===== src/rtl/uart_rx_ovs.sv =====
// uart_rx_ovs: oversampling UART receiver with 3-sample majority voting and framing/parity/break flags.
// Define UART_RX_PARITY_EN to add the parity bit between data and stop bits.
module uart_rx_ovs #(
  parameter int CLOCK_FREQUENCY = 100_000_000,
  parameter int BAUD_RATE       = 9600,
  parameter int OVERSAMPLE      = 16,
  parameter int DATA_BITS       = 8,
  parameter int STOP_BITS       = 1,
  parameter int PARITY_ODD      = 0
) (
  input  logic                 i_clk,
  input  logic                 i_rstn,
  input  logic                 i_rx_serial,
  output logic                 o_rx_dv,
  output logic [DATA_BITS-1:0] o_rx_byte,
  output logic                 o_frame_err,
  output logic                 o_parity_err,
  output logic                 o_break,
  output logic                 o_rx_busy
);
  localparam int TICK_DIV = CLOCK_FREQUENCY / (BAUD_RATE * OVERSAMPLE);
  localparam int CW = TICK_DIV > 1 ? $clog2(TICK_DIV) : 1;
  localparam int SW = $clog2(OVERSAMPLE);
  localparam int BW = $clog2(DATA_BITS);
  localparam int MID = OVERSAMPLE / 2;
`ifdef UART_RX_PARITY_EN
  typedef enum logic [2:0] {IDLE, START, DATA, PARITY, STOP, WAIT_IDLE} state_t;
  localparam state_t AFTER_DATA = PARITY;
  localparam bit PAR_EN = 1'b1;
`else
  typedef enum logic [2:0] {IDLE, START, DATA, STOP, WAIT_IDLE} state_t;
  localparam state_t AFTER_DATA = STOP;
  localparam bit PAR_EN = 1'b0;
`endif
  state_t state, state_n;
  logic rx_m, rx_s;
  logic [CW-1:0] cnt;
  logic [SW-1:0] s;
  logic [BW-1:0] bcnt;
  logic [DATA_BITS-1:0] data;
  logic v0, v1, vote, ferr, pbit, fe_n;
  logic tick, at_mid, at_end, last_data, last_stop, done;
  assign tick      = cnt == CW'(TICK_DIV - 1);
  assign at_mid    = tick && s == SW'(MID + 1);
  assign at_end    = tick && s == SW'(OVERSAMPLE - 1);
  assign vote      = (v0 & v1) | (v0 & rx_s) | (v1 & rx_s);
  assign last_data = bcnt == BW'(DATA_BITS - 1);
  assign last_stop = bcnt == BW'(STOP_BITS - 1);
  assign fe_n      = ferr | ~vote;
  always_ff @(posedge i_clk or negedge i_rstn)
    if (!i_rstn) {rx_m, rx_s} <= 2'b11;
    else {rx_m, rx_s} <= {i_rx_serial, rx_m};
  always_ff @(posedge i_clk or negedge i_rstn)
    if (!i_rstn) cnt <= '0;
    else cnt <= tick ? '0 : cnt + 1'b1;
  always_ff @(posedge i_clk or negedge i_rstn)
    if (!i_rstn) state <= IDLE;
    else state <= state_n;
  always_comb begin
    state_n = state;
    case (state)
      IDLE:      state_n = rx_s ? IDLE : START;
      START:     state_n = at_mid && vote ? IDLE : at_end ? DATA : START;
      DATA:      state_n = at_end && last_data ? AFTER_DATA : DATA;
`ifdef UART_RX_PARITY_EN
      PARITY:    state_n = at_end ? STOP : PARITY;
`endif
      STOP:      state_n = at_mid && last_stop ? (fe_n ? WAIT_IDLE : IDLE) : STOP;
      WAIT_IDLE: state_n = rx_s ? IDLE : WAIT_IDLE;
      default:   state_n = IDLE;
    endcase
  end
  always_comb begin
    o_rx_busy = state != IDLE;
    done      = state == STOP && at_mid && last_stop;
  end
  always_ff @(posedge i_clk or negedge i_rstn)
    if (!i_rstn) begin
      s            <= '0;
      bcnt         <= '0;
      v0           <= 1'b1;
      v1           <= 1'b1;
      data         <= '0;
      ferr         <= 1'b0;
      o_rx_dv      <= 1'b0;
      o_rx_byte    <= '0;
      o_frame_err  <= 1'b0;
      o_parity_err <= 1'b0;
      o_break      <= 1'b0;
    end else begin
      o_rx_dv <= done;
      if (state == IDLE) begin
        s    <= '0;
        bcnt <= '0;
        ferr <= 1'b0;
      end else if (tick) s <= s == SW'(OVERSAMPLE - 1) ? '0 : s + 1'b1;
      if (tick && s == SW'(MID - 1)) v0 <= rx_s;
      if (tick && s == SW'(MID)) v1 <= rx_s;
      if (state == DATA && at_mid) data <= {vote, data[DATA_BITS-1:1]};
      if (at_end && (state == DATA || state == STOP)) bcnt <= state == DATA && last_data ? '0 : bcnt + 1'b1;
      if (state == STOP && at_mid) ferr <= fe_n;
      if (done) begin
        o_rx_byte    <= data;
        o_frame_err  <= fe_n;
        o_parity_err <= PAR_EN & (^data ^ pbit ^ (PARITY_ODD != 0));
        o_break      <= fe_n && data == '0 && !pbit;
      end
    end
`ifdef UART_RX_PARITY_EN
  always_ff @(posedge i_clk or negedge i_rstn)
    if (!i_rstn) pbit <= 1'b0;
    else if (state == PARITY && at_mid) pbit <= vote;
`else
  assign pbit = 1'b0;
`endif
endmodule


===== config.mk =====
export PLATFORM = sky130hd
export DESIGN_NAME = uart_rx_ovs
export DESIGN_NICKNAME = d
export VERILOG_FILES = /design/src/rtl/uart_rx_ovs.sv
export SDC_FILE = /design/constraint.sdc
export NUM_CORES = 1
export LEC_CHECK = 0
export ABC_CLOCK_PERIOD_IN_PS = 2800
export CAP_MARGIN = 20
export CORE_MARGIN = 8
export CORE_UTILIZATION = 45
export DETAILED_ROUTE_END_ITERATION = 16
export REMOVE_ABC_BUFFERS = 1
export SETUP_SLACK_MARGIN = 0.05
export SKIP_CTS_REPAIR_TIMING = 1
export SLEW_MARGIN = 30
export SYNTH_ARGS = -nofsm -noshare
export SYNTH_HDL_FRONTEND = slang
export SYNTH_SLANG_ARGS = --single-unit

===== constraint.sdc =====
create_clock -name i_clk -period 2.8 [get_ports i_clk]
set_clock_uncertainty 0.2 [all_clocks]
set_input_delay 0.28 -clock i_clk [delete_from_list [all_inputs] [get_ports i_clk]]
set_output_delay 0.28 -clock i_clk [all_outputs]
set_load 0.02 [all_outputs]

==> out/results.txt <==
status: finished clean
Reg area: 1106 µm²
vias in the first global route: 1331
Final Setup Violations: 0
wire length per cell: 16.05 µm
# DRC: 0
crit-path cells: inv_1 > ha_1 > nand3b_1 > nor3b_1 > nand4_4 > inv_2 > mux2_2
Max Freq: 410.5 MHz
register bit total from synthesis: 44
placed wire-length estimate: 2820 µm
EDFF count, synth: 0
most common cell in the synthesized netlist: dfrtp_1
Synth area leaders: dfrtp_1 48%, mux2_2 11%, dfstp_2 5.0%
Buffers on Ports: 14
initial DRC count: 65
area of the core: 4414 µm²
# rows: 24
fill count: 380
worst skew pair latency: 300 ps
P_leak: 1.082 nW
register area share after synthesis: 53.03%
Area after DPL: 2262 µm²
synth warn: 0
Fin. Hold Viols: 0
Clock Pin Slew Worst Setup and Hold Paths: 90 ps
H-tree depth: 2
min Tclk post-route: 2436 ps
CP delay by family, top: simple AND/OR/NAND/NOR gates
Crit path buffers/inverters: 2
Relative slew margins: 60.33%
Layout area overhead: 14.58%
Synth top cells by count: 40 x dfrtp_1, 21 x mux2_2, 9 x inv_1
maximum number of pins on one net before global-route repair: 45
Pre-antenna DRT Iters: 4
Max stage delay on crit path: 530 ps
Main synth FF type: dfrtp_1
critical path required time: 2790 ps
post-route ant nets: 0
max_cap viols: 0
WP data arrival: 2430 ps
startpoint type of the worst setup path: register
measured slew at the worst slew-check pin: 590.6 ps
Post-Route WL: 3867 µm
WS Path Type: register to register
Synth Area per Inst: 12.34 µm²
Mapped Area: 2086 µm²
cts bufs inserted: 5
peak supply drop: 310.6 µV
CTS tree: done
Die Width: 84.08 µm
total track usage: 11.84%
CP Capture Type: register
asr flop ratio synth: 100.0%
gr ovfl total: 0
placer's final routability congestion estimate: 0.8230
io pins: 16
starting density of the core: 47.25%
Pwr Density: 482.6 nW/µm²
unrepaired setup endpoints after global routing: false
Hold Path Class: register to register
design area: 2390 µm²
vias: 1309
overall die area: 7069 µm²
clock root cell: clkbuf_8
Multi-input gate area: 910.9 µm²
Final TNS setup: 0 ps
Die H: 84.08 µm
initial antenna violation count: 0
layout cells sized above 1: 22.75%
global-route wire length before repair: 6748 µm
Clock Path Buffers: 2
leading area contributor after synthesis: dfrtp_1
top-area cell type share of the netlist area: 47.99%
post-synthesis cell type count: 43
Mapped Cells: 169
Sink Count: 44
Final Max Slew Viols: 0
Tcrit/Tclk final: 87.01%
Crit Path Max Fanout: 9
n_diodes: 0
Critical-path top delay cell: nor3b_1
Vias/cell: 5.432
number of nets in the layout: 199
[cell usage in the layout (no fill, tap or decap), types with 2 or more instances in the layout]
master	Yosys	final
nor2b_1	2	2
xnor2_1	6	6
nand2_1	8	8
mux2_2	21	21
inv_1	9	9
nor3b_1	2	2
nand4b_1	3	3
clkdlybuf4s50_1	0	13
nand3_1	6	6
dfrtp_1	40	40
and2_1	2	2
a21oi_1	4	4
clkbuf_8	1	5
o21ai_0	5	5
dfstp_2	4	4
ha_1	8	8
nor4_1	3	3
buf_4	1	2
nand4_1	2	2
mux2i_1	2	2
and3_1	3	3
nand2b_1	2	2
nor3_1	4	4
nor2_1	8	8
xor2_1	3	3
[cell families after synthesis]
logic type / Yosys count / share of synthesized area (%)
adder cells (fa/ha/maj): 9 / 5.279
buffers and inverters: 14 / 3.299
AND/OR/NAND/NOR: 55 / 18.00
AO/OA/AOI/OAI: 14 / 4.140
other: 1 / 0.1798
flip-flops: 44 / 53.03
XOR/XNOR: 9 / 3.779
multiplexers: 23 / 12.30
[state kept, by name, indices dropped and copies added (netlist names)]
| name | count |
|---|---|
| cnt | 10 |
| data | 8 |
| o_rx_byte | 8 |
| s | 4 |
| bcnt | 3 |
| state | 3 |
| ferr | 1 |
| o_break | 1 |
| o_frame_err | 1 |
| o_rx_dv | 1 |
| rx_m | 1 |
| rx_s | 1 |
| v0 | 1 |
| v1 | 1 |
[power by group]
group	switching, W	total [W]	internal, W
clock network	0.000229	0.000498	0.000269
registers	0.00000141	0.000639	0.000638
logic	0.0000134	0.0000164	0.00000309
[through the flow]
| step | setup slack [ps] | hold WS [ps] | utilization [%] | instances | power, W |
|---|---|---|---|---|---|
| 4_1_cts | 324.6 | -41.66 | 53.85 | 240 | 0.001168 |
| 5_1_grt | 127.3 | 166.5 | 54.14 | 241 | 0.001202 |
| 3_5_place_dp | 344.3 | 153.0 | 51.25 | 232 | 0.0006676 |
| 3_3_place_gp | 491.4 | 147.0 | 51.25 | 232 | 0.0006667 |
| 2_1_floorplan | 629.1 | -215.6 | - | 165 | 0.0006523 |
| 6_report | 363.8 | 165.6 | 54.14 | 241 | 0.001153 |
[layout make-up]
class,count,share of cell area [%]
clock buffer,5,2.880
timing repair buffer,16,6.492
sequential,44,46.28
clock inverter,3,1.937
multi-input combinational,111,38.12
tap,52,2.723
inverter,10,1.571
[layer usage]
layer / up-vias / routed length, µm / GRT usage, %
li1: 629 / - / -
met1: 649 / 1871 / 15.38
met2: 24 / 1754 / 16.99
met3: 7 / 171 / 4.199
met4: 0 / 69 / 5.495
met5: - / 0 / 0
[final timing paths]
check,slack (ps),from,cells after the start,end
worst max-delay path,360,s[1]$_DFFE_PN0P_,7,o_frame_err$_DFFE_PN0P_
worst min-delay path,170,rx_m$_DFF_PN1_,0,rx_s$_DFF_PN1_
worst max register to register,360,s[1]$_DFFE_PN0P_,7,o_frame_err$_DFFE_PN0P_
worst min register to register,170,rx_m$_DFF_PN1_,0,rx_s$_DFF_PN1_
max in group asynchronous,1710,i_rstn,2,rx_m$_DFF_PN1_
min in group asynchronous,310,i_rstn,2,s[3]$_DFFE_PN0P_
Note: power is estimated with default switching activity, not from simulation.
